**src/rtl/hyper_rx_pkg.sv**
```systemverilog
`default_nettype none
// ============================================================================
// Module      : hyper_rx_pkg
// Description : Shared types and constants for the HyperBus/PSRAM read-beat
//               controller.
// Revision    : 1.0 - initial release
// ============================================================================
package hyper_rx_pkg;

  // Controller states; explicit 2-bit encoding
  typedef enum logic [1:0] {
    ST_IDLE  = 2'd0,
    ST_RUN   = 2'd1,
    ST_DRAIN = 2'd2
  } rx_beat_state_e;

  // mem_sel value that selects 32-bit PHY beats
  localparam logic [1:0] MEM_SEL_32B = 2'b11;

  // Bytes carried by one PHY beat in each mode
  localparam int BEAT_BYTES_16 = 2;
  localparam int BEAT_BYTES_32 = 4;

endpackage : hyper_rx_pkg
`default_nettype wire

```
**src/rtl/hyper_rx_beat_fifo.sv**
```systemverilog
`default_nettype none
// ============================================================================
// Module      : hyper_rx_beat_fifo
// Description : Small synchronous beat FIFO (not fall-through). A push into
//               a full FIFO is accepted when a pop happens in the same cycle.
//               Flush empties the FIFO and has priority over push/pop.
// Revision    : 1.0 - initial release
// ============================================================================
module hyper_rx_beat_fifo #(
  parameter int DEPTH = 4,
  parameter int WIDTH = 32
) (
  input  logic             clk_i,
  input  logic             rst_ni,
  input  logic             flush_i,
  input  logic             push_i,
  input  logic [WIDTH-1:0] data_i,
  input  logic             pop_i,
  output logic [WIDTH-1:0] data_o,
  output logic             empty_o,
  output logic             push_accept_o
);

  localparam int            AW       = $clog2(DEPTH);
  localparam logic [AW:0]   FULL_CNT = (AW+1)'(DEPTH);

  logic [WIDTH-1:0] mem [DEPTH];
  logic [AW-1:0]    rd_ptr;
  logic [AW-1:0]    wr_ptr;
  logic [AW:0]      count;
  logic             full;
  logic             pop_ok;
  logic             push_ok;

  assign full          = (count == FULL_CNT);
  assign empty_o       = (count == '0);
  assign pop_ok        = pop_i & ~empty_o;
  assign push_ok       = push_i & (~full | pop_ok);
  assign push_accept_o = push_ok & ~flush_i;
  // Head entry is only rewritten after it has been popped, so it is stable
  // while it is presented.
  assign data_o        = mem[rd_ptr];

  // Storage array: written on an accepted push
  always_ff @(posedge clk_i or negedge rst_ni) begin
    if (!rst_ni) begin
      for (int i = 0; i < DEPTH; i++) begin
        mem[i] <= '0;
      end
    end else if (push_ok && !flush_i) begin
      mem[wr_ptr] <= data_i;
    end
  end

  // Pointer and occupancy bookkeeping
  always_ff @(posedge clk_i or negedge rst_ni) begin
    if (!rst_ni) begin
      rd_ptr <= '0;
      wr_ptr <= '0;
      count  <= '0;
    end else if (flush_i) begin
      rd_ptr <= '0;
      wr_ptr <= '0;
      count  <= '0;
    end else begin
      if (push_ok) wr_ptr <= wr_ptr + AW'(1);
      if (pop_ok)  rd_ptr <= rd_ptr + AW'(1);
      case ({push_ok, pop_ok})
        2'b10:   count <= count + (AW+1)'(1);
        2'b01:   count <= count - (AW+1)'(1);
        default: count <= count;
      endcase
    end
  end

endmodule : hyper_rx_beat_fifo
`default_nettype wire

```
**src/rtl/hyper_rx_beat_ctrl.sv**
```systemverilog
`default_nettype none
// ============================================================================
// Module      : hyper_rx_beat_ctrl
// Description : Per-transaction read-beat controller between the HyperBus
//               PHY read path and the uDMA rx buffer. Absorbs unstallable PHY
//               beats into a FIFO, tracks remaining beats, reports done and
//               overflow.
// Revision    : 1.0 - initial release
// ============================================================================
module hyper_rx_beat_ctrl #(
  parameter int TRANS_SIZE = 16,
  parameter int FIFO_DEPTH = 4
) (
  input  logic                  clk_i,
  input  logic                  rst_ni,
  input  logic                  start_i,
  output logic                  start_ready_o,
  input  logic [TRANS_SIZE-1:0] cfg_rx_size_i,
  input  logic [1:0]            cfg_addr_lsb_i,
  input  logic [1:0]            mem_sel_i,
  input  logic                  abort_i,
  input  logic                  phy_valid_i,
  input  logic [31:0]           phy_data_i,
  output logic                  src_valid_o,
  input  logic                  src_ready_i,
  output logic [31:0]           data_o,
  output logic [TRANS_SIZE-1:0] remained_data_o,
  output logic                  hyper_odd_saaddr_o,
  output logic                  done_o,
  output logic                  err_overflow_o
);

  import hyper_rx_pkg::*;

  rx_beat_state_e        state;
  logic [TRANS_SIZE-1:0] beats_total;
  logic [TRANS_SIZE-1:0] take_cnt;
  logic [TRANS_SIZE-1:0] remained;
  logic [TRANS_SIZE-1:0] remained_next;
  logic [TRANS_SIZE-1:0] beats_calc;
  logic [TRANS_SIZE:0]   size_sum;
  logic                  off;
  logic                  odd;
  logic                  err;
  logic                  done;
  logic                  phy_take;
  logic                  push_accept;
  logic                  drop;
  logic                  pop;
  logic                  fifo_empty;
  logic [1:0]            dec;

  // Beat count of the incoming descriptor: ceil((size + offset bytes) / beat)
  always_comb begin
    off        = 1'b0;
    size_sum   = '0;
    beats_calc = '0;
    if (mem_sel_i == MEM_SEL_32B) begin
      off        = cfg_addr_lsb_i[1];
      size_sum   = {1'b0, cfg_rx_size_i} + (TRANS_SIZE+1)'({off, 1'b0})
                 + (TRANS_SIZE+1)'(BEAT_BYTES_32 - 1);
      beats_calc = TRANS_SIZE'(size_sum >> 2);
    end else begin
      off        = cfg_addr_lsb_i[0];
      size_sum   = {1'b0, cfg_rx_size_i} + (TRANS_SIZE+1)'(off)
                 + (TRANS_SIZE+1)'(BEAT_BYTES_16 - 1);
      beats_calc = TRANS_SIZE'(size_sum >> 1);
    end
  end

  // Beat accounting: a dropped beat counts as delivered so the count still ends at 0
  always_comb begin
    phy_take      = (state == ST_RUN) & phy_valid_i & (take_cnt != beats_total) & ~abort_i;
    pop           = ~fifo_empty & src_ready_i;
    drop          = phy_take & ~push_accept;
    dec           = {1'b0, pop} + {1'b0, drop};
    remained_next = (remained > TRANS_SIZE'(dec)) ? (remained - TRANS_SIZE'(dec)) : '0;
  end

  hyper_rx_beat_fifo #(
    .DEPTH (FIFO_DEPTH),
    .WIDTH (32)
  ) u_fifo (
    .clk_i         (clk_i),
    .rst_ni        (rst_ni),
    .flush_i       (abort_i),
    .push_i        (phy_take),
    .data_i        (phy_data_i),
    .pop_i         (pop),
    .data_o        (data_o),
    .empty_o       (fifo_empty),
    .push_accept_o (push_accept)
  );

  // Transaction state machine with registered status outputs
  always_ff @(posedge clk_i or negedge rst_ni) begin
    if (!rst_ni) begin
      state       <= ST_IDLE;
      beats_total <= '0;
      take_cnt    <= '0;
      remained    <= '0;
      odd         <= 1'b0;
      err         <= 1'b0;
      done        <= 1'b0;
    end else if (abort_i) begin
      state    <= ST_IDLE;
      take_cnt <= '0;
      remained <= '0;
      done     <= 1'b0;
    end else begin
      done <= 1'b0;
      case (state)
        ST_IDLE: begin
          if (start_i) begin
            beats_total <= beats_calc;
            remained    <= beats_calc;
            take_cnt    <= '0;
            odd         <= off;
            err         <= 1'b0;
            if (beats_calc == '0) begin
              done <= 1'b1;
            end else begin
              state <= ST_RUN;
            end
          end
        end
        ST_RUN: begin
          remained <= remained_next;
          if (phy_take) take_cnt <= take_cnt + TRANS_SIZE'(1);
          if (drop)     err      <= 1'b1;
          if (remained_next == '0) begin
            done  <= 1'b1;
            state <= ST_IDLE;
          end else if (phy_take && (take_cnt + TRANS_SIZE'(1) == beats_total)) begin
            state <= ST_DRAIN;
          end
        end
        ST_DRAIN: begin
          remained <= remained_next;
          if (remained_next == '0) begin
            done  <= 1'b1;
            state <= ST_IDLE;
          end
        end
        default: state <= ST_IDLE;
      endcase
    end
  end

  assign start_ready_o      = (state == ST_IDLE);
  assign src_valid_o        = ~fifo_empty;
  assign remained_data_o    = remained;
  assign hyper_odd_saaddr_o = odd;
  assign done_o             = done;
  assign err_overflow_o     = err;

endmodule : hyper_rx_beat_ctrl
`default_nettype wire

```
**config.mk**
```make
export PLATFORM = sky130hd
export DESIGN_NAME = hyper_rx_beat_ctrl
export DESIGN_NICKNAME = d
export VERILOG_FILES = /design/src/rtl/hyper_rx_pkg.sv /design/src/rtl/hyper_rx_beat_fifo.sv /design/src/rtl/hyper_rx_beat_ctrl.sv
export SDC_FILE = /design/constraint.sdc
export NUM_CORES = 1
export LEC_CHECK = 0
export ABC_AREA = 1
export CORE_ASPECT_RATIO = 1.75
export CORE_MARGIN = 2
export CORE_UTILIZATION = 50
export CTS_BUF_LIST = sky130_fd_sc_hd__clkbuf_8
export CTS_CLUSTER_SIZE = 12
export DETAILED_ROUTE_END_ITERATION = 12
export GPL_ROUTABILITY_DRIVEN = 0
export PLACE_DENSITY = 0.8
export SYNTH_ARGS = -nofsm -noshare
export SYNTH_HDL_FRONTEND = slang
export SYNTH_SLANG_ARGS = --single-unit
```
**constraint.sdc**
```tcl
create_clock -name clk_i -period 4 [get_ports clk_i]
set_input_delay 0.8 -clock clk_i [delete_from_list [all_inputs] [get_ports clk_i]]
set_output_delay 0.8 -clock clk_i [all_outputs]
set_load 0.02 [all_outputs]
```
==> metrics.csv <==
metric;value;unit
vias in the first global route;9777;
Vias;9750;
Net Switching;3.318;mW
Pwr per Cell Area;584.9;mW/mm^2
fin crit period;3874;ps
root buffer cell;clkbuf_8;
Slew Limit Fails;0;
Post-Syn Instances;1278;
antenna viol nets, final;0;
Sw Share;0.4184;
die area;0.02404;sq mm
nets@finish;1502;
antenna violations before repair;0;
clock share of power;0.149;
routed len/inst;17.28;um
sequential power share;0.345;
Finished Core Util;0.6011;
Max FO, Critical Path;5;
core box area;0.02256;sq mm
fraction of registers with async set/reset;1.000;
setup slack at placement;-362.0;ps
WP data arrival;4270;ps
ANT cells;0;
hold-fix buffers at CTS;0;
Fin Hold WS;237.2;ps
Buffers on Ports;110;
DRC;0;
layout cell share with drive strength beyond 1;0.2051;
final setup vio count;0;
Worst-path clk slew;100;ps
synthesized cell area;0.01138;sq mm
Vias/cell;5.610;
critical path class;flip-flop to flip-flop;
Startpoint Class;flip-flop;
Final period util;0.9686;
Leak;6.477;nW
Starting Density;0.5045;
Max transition margin;0.4267;
Worst Skew;10.34;ps
CTS H-tree lvls;4;
number of synthesized flops with an enable pin;0;
die width;118.1;um
Num CTS Buffers;17;
final wirelength;30040;um
hpwl dp;20480;um
die height;203.6;um
Worst EP required;4390;ps
Layout area overhead;19.14;%
CTS tree;yes;
Slew @ Worst Pin;859.9;ps
r2r endpoint;state[1];
Starting DRT DRC Count;690;
GR Overflow Total;0;
Highest Clock Rate;0.2581;GHz
reg2reg start;take_cnt[13];
Worst Slack Setup Final;125.7;ps
synthesized net count;1355;
commonest non-fill, non-tap cell in the layout;nand2_1;
CP Capture Type;flip-flop;
synthesized flop and latch total;188;
clock latency on the worst-skew pair;500;ps
Seq/Total Area, Yosys;0.4133;
Max Cap Violations;0;
final hold vios;0;
Max clock buf depth;2;
clock sinks;188;
post-synthesis cell type count;37;
Reg2Reg Depth;25;
Post-Route Setup TNS;0;ps
largest net degree at the start of global routing;76;
gr usage total;0.2486;
Synth warnings;0;
num rows;73;
first-pass GRT wire length;47870;um
Ports;111;
Combinational Power Share;0.505;
most frequent cells in the layout;nand2_1, dfrtp_1, nor2_1;
Reg2Reg Setup Slack;130;ps
Synth Flop Type;dfrtp_1;
VDD IR max;0.3089;mV
Pint;4.613;mW
worst min path class;input pin to asynchronous set/reset pin;
run status;finished clean;
Avg Cell Area, Syn;8.906;sq um
total iterations of the first detailed-routing run;5;
==> cells in the mapped netlist (2+ instances only) <==
| library cell | number | share of area |
|---|---|---|
| inv_2 | 10 | 0.0033 |
| fa_1 | 3 | 0.0053 |
| and2_1 | 3 | 0.0016 |
| nand3b_1 | 2 | 0.0013 |
| nand4_1 | 16 | 0.0088 |
| o21ai_1 | 9 | 0.0040 |
| nand2_1 | 255 | 0.084 |
| nor2_1 | 156 | 0.051 |
| nand2_2 | 5 | 0.0027 |
| nand3_1 | 86 | 0.038 |
| nor3_1 | 3 | 0.0013 |
| clkbuf_1 | 32 | 0.011 |
| xnor2_1 | 4 | 0.0031 |
| mux2_1 | 8 | 0.0079 |
| ha_1 | 16 | 0.018 |
| xor2_1 | 17 | 0.013 |
| nor2_8 | 5 | 0.0088 |
| o211ai_1 | 2 | 0.0013 |
| mux2_4 | 120 | 0.16 |
| nor2_4 | 3 | 0.0030 |
| dfrtp_1 | 188 | 0.41 |
| buf_2 | 3 | 0.0013 |
| o21ai_0 | 131 | 0.058 |
| inv_1 | 103 | 0.034 |
| buf_12 | 12 | 0.021 |
| o22ai_1 | 38 | 0.021 |
| nor2_2 | 8 | 0.0044 |
| a21oi_1 | 31 | 0.014 |
==> cells by family (layout without fill, tap and decap cells) <==
logic type      Yosys count  count (layout)  share of synthesized area
xor+xnor                 21              21                    0.01616
compound gates          215             215                     0.1003
buf+inv                 162             320                    0.07156
fa+ha+maj                19              19                    0.02286
simple gates            545             547                     0.2096
flops                   188             188                     0.4133
mux                     128             128                     0.1662
==> through the flow <==
step                      total power, mW  cells  area (sq um)
final                               7.931   1738         13560
after global routing                8.408   1738         13560
after CTS                           7.699   1720         13250
after detailed placement            6.477   1688         12900
after global placement              6.389   1688         12900
after floorplan                     5.071   1278         11380
==> registers in the layout (all words and copies together) (netlist names) <==
name                flops
u_fifo.mem            128
state                   2
u_fifo.wr_ptr           2
beats_total            16
done_o                  1
err_overflow_o          1
hyper_odd_saaddr_o      1
u_fifo.rd_ptr           2
take_cnt               16
remained_data_o        16
u_fifo.count            3
==> worst max-delay path, cell delays in order (launching register included) <==
cell and delay, ps:
dfrtp_2 450, xor2_2 180, nor2_1 150, nand2_1 110, nor2_2 100, nand2_2 80
nand2_4 110, nor2_8 50, nand2_2 70, inv_2 50, ha_4 250, ha_2 160
inv_2 40, fa_2 400, a21oi_4 270, nand3_4 190, nand3_2 120, nand2_1 60
nor2_1 150, nand2_1 120, nor2_4 200, nor2_4 60, nor2_4 140, nand3_2 100
nand2_1 70, nand2_1 60
==> per-layer routing <==
layer / vias up / GRT usage / share of wire
met5: - / 0 / 0
met3: 95 / 0.04586 / 0.039
met2: 301 / 0.4560 / 0.53
met4: 0 / 0.1299 / 0.047
met1: 4800 / 0.2706 / 0.38
li1: 4554 / - / -
==> cell type report <==
type | instances | area, sq um
Timing Repair Buffer | 174 | 1645
Clock buffer | 18 | 247.7
Fill cell | 1872 | 9000
Multi-Input combinational cell | 930 | 6052
Sequential cell | 188 | 4716
Tap cell | 300 | 375.4
Inverter | 114 | 427.9
Clock inverter | 14 | 96.34
==> worst max-delay path by stage <==
stage	from	end	slack, ps	cells past startpoint
after detailed placement	phy_valid_i	state[1]	-360	24
after global placement	phy_valid_i	state[0]	-210	24
after CTS	take_cnt[3]	state[0]	20	29
after global routing	take_cnt[7]	state[1]	-80	26
after floorplan	phy_valid_i	state[0]	430	24
final	take_cnt[13]	state[1]	130	25
==> power groups by stage <==
stage / registers (mW) / clock network [mW] / logic [mW]
2_1_floorplan: 2.71 / 0 / 2.36
3_3_place_gp: 2.74 / 0 / 3.65
3_5_place_dp: 2.76 / 0 / 3.72
4_1_cts: 2.73 / 1.22 / 3.76
5_1_grt: 2.79 / 1.29 / 4.33
6_report: 2.74 / 1.19 / 4.01
==> timing repair <==
item | CTS | global route
setup buffers | 0 | 17
gates resized for setup | 1 | 51
endpoints found under the setup margin | 2 | 3
pin swaps | 0 | 22
cloned | 0 | 2
Note: power is estimated with default switching activity, not from simulation.
